==> src/rtl/drv_segment_scan.sv <==
// Time-multiplexed common-anode 7-segment scanner with frame-aligned commit of a shadowed value.
// Define DRV_SEGMENT_SCAN_BLANK_EN to enable leading-zero blanking.
module drv_segment_scan #(
  parameter int unsigned DIGITS = 8,
  parameter int unsigned DIV    = 50_000
) (
  input  logic                  i_clk,
  input  logic                  i_rst_n,
  input  logic [4*DIGITS-1:0]   i_value,
  input  logic                  i_load,
  input  logic                  i_enable,
  output logic [DIGITS-1:0]     o_anode,
  output logic [4:0]            o_digit,
  output logic                  o_ack
);

  localparam int unsigned CntW = $clog2(DIV);
  localparam int unsigned IdxW = $clog2(DIGITS);
  localparam logic [CntW-1:0] CntMax = CntW'(DIV - 1);
  localparam logic [IdxW-1:0] IdxMax = IdxW'(DIGITS - 1);
  localparam logic [4:0] BlankCode = 5'h10;

  logic [CntW-1:0]     cnt_q, cnt_d;
  logic [IdxW-1:0]     idx_q, idx_d;
  logic [4*DIGITS-1:0] shadow_q, shadow_d;
  logic [4*DIGITS-1:0] disp_q, disp_d;
  logic                pending_q, pending_d;
  logic [DIGITS-1:0]   anode_q, anode_d;
  logic [4:0]          digit_q, digit_d;
  logic                ack_q, ack_d;

  logic tick;
  logic wrap;
  logic commit;
  logic suppress;
  logic [3:0] nibble;

  always_comb begin
    tick   = i_enable && (cnt_q == CntMax);
    wrap   = tick && (idx_q == IdxMax);
    // While disabled there is no frame to tear, so a pending value commits at once.
    commit = pending_q && (wrap || !i_enable);
  end

  always_comb begin
    cnt_d = cnt_q;
    idx_d = idx_q;
    if (!i_enable) begin
      cnt_d = '0;
      idx_d = '0;
    end else if (tick) begin
      cnt_d = '0;
      idx_d = (idx_q == IdxMax) ? '0 : idx_q + 1'b1;
    end else begin
      cnt_d = cnt_q + 1'b1;
    end
  end

  always_comb begin
    disp_d    = commit ? shadow_q : disp_q;
    shadow_d  = i_load ? i_value : shadow_q;
    // A load on the commit edge keeps pending set for the following frame.
    pending_d = i_load || (pending_q && !commit);
    ack_d     = commit;
  end

  assign nibble = disp_d[{idx_d, 2'b00} +: 4];

`ifdef DRV_SEGMENT_SCAN_BLANK_EN
  logic [DIGITS-1:0] lead_zero;

  // lead_zero[k]: nibbles DIGITS-1 down to k of the display value are all zero.
  always_comb begin
    logic run;
    run       = 1'b1;
    lead_zero = '0;
    for (int k = int'(DIGITS) - 1; k >= 0; k--) begin
      run          = run && (disp_d[4*k +: 4] == 4'h0);
      lead_zero[k] = run;
    end
  end

  assign suppress = (idx_d != '0) && lead_zero[idx_d];
`else
  assign suppress = 1'b0;
`endif

  always_comb begin
    anode_d = anode_q;
    digit_d = digit_q;
    if (!i_enable) begin
      anode_d = '1;
      digit_d = BlankCode;
    end else if (tick) begin
      anode_d = ~(DIGITS'(1) << idx_d);
      digit_d = suppress ? BlankCode : {1'b0, nibble};
    end
  end

  always_ff @(posedge i_clk or negedge i_rst_n) begin
    if (!i_rst_n) begin
      cnt_q     <= '0;
      idx_q     <= '0;
      shadow_q  <= '0;
      disp_q    <= '0;
      pending_q <= 1'b0;
      anode_q   <= '1;
      digit_q   <= BlankCode;
      ack_q     <= 1'b0;
    end else begin
      cnt_q     <= cnt_d;
      idx_q     <= idx_d;
      shadow_q  <= shadow_d;
      disp_q    <= disp_d;
      pending_q <= pending_d;
      anode_q   <= anode_d;
      digit_q   <= digit_d;
      ack_q     <= ack_d;
    end
  end

  assign o_anode = anode_q;
  assign o_digit = digit_q;
  assign o_ack   = ack_q;

endmodule
==> config.mk <==
export PLATFORM = sky130hd
export DESIGN_NAME = drv_segment_scan
export DESIGN_NICKNAME = d
export VERILOG_FILES = /design/src/rtl/drv_segment_scan.sv
export SDC_FILE = /design/constraint.sdc
export NUM_CORES = 1
export LEC_CHECK = 0
export CORE_ASPECT_RATIO = 1.1
export CORE_MARGIN = 3
export CORE_UTILIZATION = 49
export CTS_CLUSTER_DIAMETER = 60
export CTS_CLUSTER_SIZE = 14
export DETAILED_ROUTE_END_ITERATION = 6
export GPL_TIMING_DRIVEN = 1
export PLACE_DENSITY = 0.71
export SLEW_MARGIN = 20
export SYNTH_ARGS = -nofsm -noshare
export SYNTH_HDL_FRONTEND = slang
export SYNTH_SLANG_ARGS = --single-unit
==> constraint.sdc <==
create_clock -name i_clk -period 4.5 [get_ports i_clk]
set_clock_uncertainty 0.2 [all_clocks]
set_input_delay 0.45 -clock i_clk [delete_from_list [all_inputs] [get_ports i_clk]]
set_output_delay 0.45 -clock i_clk [all_outputs]
set_load 0.01 [all_outputs]
# Yosys cells after proc, flatten, opt, wreduce, memory -nomap -nowiden
# Cells that the tools add are included.
dict set report totals {
  ff_bits 98
  input_bits 36
}
dict set report classes {
  addsub 2
  eq_ne 3
  n_shift 2
  n_mux 10
  bitwise 1
  n_reduce_logical 8
}
# operator count
set op_table {}
lappend op_table {{two-way mux 16 bit} 2}
lappend op_table {{two-way mux 32 bit} 1}
lappend op_table {{indexed part select 32 x 6 -> 4 bit} 1}
lappend op_table {{adder 16 x 1 -> 16 bit, second input constant} 1}
lappend op_table {{equality test 16 bit, second input constant} 1}
lappend op_table {{two-way mux 8 bit} 2}
lappend op_table {{two-way mux 5 bit} 2}
lappend op_table {{two-way mux 3 bit} 3}
lappend op_table {{NOT 8 bit} 1}
lappend op_table {{left shift 1 x 3 -> 8 bit, first input constant} 1}
lappend op_table {{logical AND 1 bit} 4}
lappend op_table {{adder 3 x 1 -> 3 bit, second input constant} 1}
lappend op_table {{equality test 3 bit, second input constant} 1}
lappend op_table {{zero test 1 bit} 2}
lappend op_table {{logical OR 1 bit} 2}
lappend op_table {{!= test 2 x 1 -> 1 bit, second input constant} 1}

# Longest topological paths before layout
dict set report logic_depth {
  ltp_word 9
  depth_mapped 11
}

# Worst setup path after synthesis
# Ideal clock, no wire load.
dict set report synth_path {
  kind {reg2reg}
  from {register cnt_q[4]}
  to {register digit_q[3] (netlist: o_digit[3])}
  arrival_time_ns 2.794
  required_ns 4.169
  slack_ns 1.375
  stages_incl_launch_ff 10
  n_path_buf 1
  synth_period_minus_slack_ns 3.125
  cell_sequence {dfrtp_1 > or4b_4 > or4_4 > a21o_4 > clkinv_4 > buf_12 > mux2_2 > mux2i_1 > a21oi_1 > or3b_1}
}
dict set report synth_via {
  elab_chain_len 9
}
# item line_no
set synth_lines {}
lappend synth_lines {{start: declaration} 23} ;# logic [CntW-1:0] cnt_q, cnt_d;
lappend synth_lines {{start signal: assignment} 111} ;# cnt_q <= cnt_d;
lappend synth_lines {{equality test 16 bit} 39} ;# tick = i_enable && (cnt_q == CntMax);
lappend synth_lines {{logical AND 1 bit} 39}
lappend synth_lines {{logical AND 1 bit} 40} ;# wrap = tick && (idx_q == IdxMax);
lappend synth_lines {{logical OR 1 bit} 42} ;# commit = pending_q && (wrap || !i_enable);
lappend synth_lines {{logical AND 1 bit} 42}
lappend synth_lines {{two-way mux 32 bit} 60} ;# disp_d = commit ? shadow_q : disp_q;
lappend synth_lines {{net disp_d[15]} 26} ;# logic [4*DIGITS-1:0] disp_q, disp_d;
lappend synth_lines {{indexed part select 32 x 6 -> 4 bit} 67} ;# assign nibble = disp_d[{idx_d, 2'b00} +: 4];
lappend synth_lines {{two-way mux 5 bit} 94} ;# end else if (tick) begin
lappend synth_lines {{two-way mux 5 bit} 91} ;# if (!i_enable) begin
lappend synth_lines {{end signal: assignment} 108} ;# digit_q <= BlankCode;
lappend synth_lines {{end signal: assignment} 117} ;# digit_q <= digit_d;
lappend synth_lines {{end: declaration} 29} ;# logic [4:0] digit_q, digit_d;
# The timed path passes the listed nets, and every way through them passes these cells. The select of a mux whose other input is x is not followed.
# A chain may end at the register's enable or synchronous reset.

# Worst setup path in the final report
# Ends and elaborated chain as after synthesis.

==> results.cfg <==
[timing]
period_needed_ns = 3.34
rsz0062_at_grt = no
setup_violations = 0
fin_setup_tns_ns = 0
relSlewSlack_pct = 45.3
fin_crit_sh_pct = 74.2
fmax_ghz = 0.300
layout_setup_ws_ns = 1.16
worstMarginPinSlew_ns = 0.821
hold_violations = 0
maxSlewViolCount = 0

[die]
die_h_um = 105
start_util_pct = 51.1
top_level_ports = 50
coreArea_um2 = 8500
die_x_um = 95.7
std_cell_rows = 35
die_area_um2 = 10000

[clock_network]
cts.hold.buffers_added = 1
cts_max_level = 3
clk_pin_slew_ns = 0.09
clockBufferDepth = 2
cts-root-buf = clkbuf_8
cts_tree = done
cts_resized = 0
clock_sinks = 98
cts_setup_buffers = 0
numCtsBuffers = 9
clkLatencyLatePin_ns = 0.36

[placement]
place_congestion = 0.807
place_hpwl_mm = 5.66
dpl.cell_count = 498
place_ws_ns = 1.16
numPortBuffers = 49

[synth]
synth_top_family_by_area = multiplexers
synth_warnings = 0
muxShareOfSynthArea_pct = 16.7
synth-simple-area-share_pct = 10.9
seq_area_frac_synth_pct = 56.8
synthCells = 347
synthAdderAreaFrac_pct = 0.865
synth_area_leaders = dfrtp_1, mux2_2, dfstp_2, mux2i_1, nor2_1
async_flop_share_pct = 100
synth_most_common_cell = dfrtp_1
yosys.area_share.xor_xnor_pct = 2.83
ys_top_cells_by_count = dfrtp_1, mux2_2, nor2_1
ys_ff_latch = 98
synth_compound_area_share_pct = 7.67
synth_top_cell_by_area = dfrtp_1
syn_area_um2 = 4340
avgSynthCellArea_um2 = 12.5
yosys_most_used_dff = dfrtp_1
syn-num-nets = 386
synth_top_area_share_pct = 51.3
synth_edf_count = 0
synth.distinct_cells = 52

[finish]
finalNonFillerCells = 515
area_growth_pct = 18.1
postLayoutCoreUtil_pct = 60.3
nets = 438
drive_gt1_share_pct = 21.8
fillers = 702
antennaDiodeCount = 0

[worst_setup_path]
path_class = register to register
cp_max_fo = 32
arrival_ns = 3.38
end_kind = register
ff2ff_path_depth = 8
cp.required_ns = 4.54
start_kind = register

[grt]
grt_pass1_vias = 2744
grt_pass1_wl_mm = 13.5
grt_max_degree = 59
antenna_found_initial = 0
gr-total-overflow = 0
globalRouteTotalUtil_pct = 17.4

[route]
vias = 2733
drt_iter0_drc = 88
detail_route.first_pass.iterations = 4
postRouteWirelength_mm = 8.21
wl_per_cell_um = 15.9
viasPerCell = 5.31
drc_errors = 0
antenna_left = 0

[power_and_ir_drop]
p_leak_nw = 2.29
powerDensity_nw_per_um2 = 354
ir_drop_v = 0.000190

[hold_path]
hold_path_class = register to register
whs_path_depth = 1

[status]
status = complete, no violations

[job]
maxCapViolations = 0
[placed cells by master, fill, tap and decap left out, types with 3 or more instances in the layout]
cell / n
buf_4: 4
xnor2_1: 7
o21ai_0: 7
dfstp_2: 9
a21oi_1: 12
clkinvlp_4: 3
nand3_1: 9
a21o_1: 3
ha_1: 3
a211oi_1: 4
nand2b_1: 4
nand2_1: 24
and2_1: 3
dfrtp_1: 89
xor2_1: 7
o22ai_1: 3
nor2_1: 25
inv_1: 19
a221o_1: 5
and3_1: 5
mux2i_1: 17
clkdlybuf4s50_1: 48
mux2_2: 46
clkbuf_8: 9
[power by group]
part	total (mW)	internal [mW]	switching, mW	leakage, nW
registers	1.00	0.967	0.0362	1.19
logic	0.199	0.106	0.0926	1.00
clock network	0.614	0.314	0.300	0.0987
[critical path, cell delays in order (launching register included)]
cell and delay [ns]:
dfrtp_1 0.43, or4b_4 0.59, or4_4 0.53, a21o_4 0.27, clkinv_4 0.25, mux2_2 0.39, mux2i_1 0.13, a21oi_1 0.08
or3b_1 0.34
[final cells by class]
| class | instances | area, um2 | area share [%] |
|---|---|---|---|
| Clock buffer | 10 | 128 | 2.49 |
| Clock inverter | 6 | 91.3 | 1.78 |
| Inverter | 22 | 92.6 | 1.81 |
| Multi-Input combinational cell | 215 | 1690 | 33.0 |
| Sequential cell | 98 | 2460 | 48.1 |
| Tap cell | 111 | 139 | 2.71 |
| Timing Repair Buffer | 53 | 520 | 10.2 |
[state kept, by name, summed over array words and instances (netlist names)]
register,flops
disp_q,32
idx_q,3
shadow_q,32
o_ack,1
pending_q,1
cnt_q,16
o_digit,5
o_anode,8
[per-stage QoR]
step                      total power, mW  hold WS, ns  cell area (um2)
after global placement               1.21        0.243             4900
after global routing                 1.90        0.302             5130
final                                1.82        0.257             5130
after detailed placement             1.22        0.244             4900
after CTS                            1.84        0.257             5130
after floorplan                      1.14      -0.0456             4340
[cell families (layout without fill, tap and decap cells)]
family | count (synthesis) | after routing
AO/OA/AOI/OAI | 46 | 46
AND/OR/NAND/NOR | 86 | 86
multiplexers | 66 | 66
buffers and inverters | 34 | 91
XOR/XNOR | 14 | 14
adder cells (fa/ha/maj) | 3 | 3
flip-flops | 98 | 98
[metal layers]
metal  part of all wire [%]  track usage [%]  up-vias
met5                      0                0        -
met4                    1.2             5.18        0
met3                    4.2             4.10       11
met2                     49             27.1       55
met1                     46             24.1     1355
li1                       -                -     1312
[worst paths after layout]
kind	start	slack [ns]	endpoint
min reg2reg	cnt_q[0]	0.26	cnt_q[0]
max reg2reg	cnt_q[4]	1.16	o_digit[3]
min	cnt_q[0]	0.26	cnt_q[0]
max	cnt_q[4]	1.16	o_digit[3]
min in group asynchronous	i_rst_n	0.48	shadow_q[13]
max in group asynchronous	i_rst_n	2.60	o_anode[0]
Power figures use the tool's default switching activity.
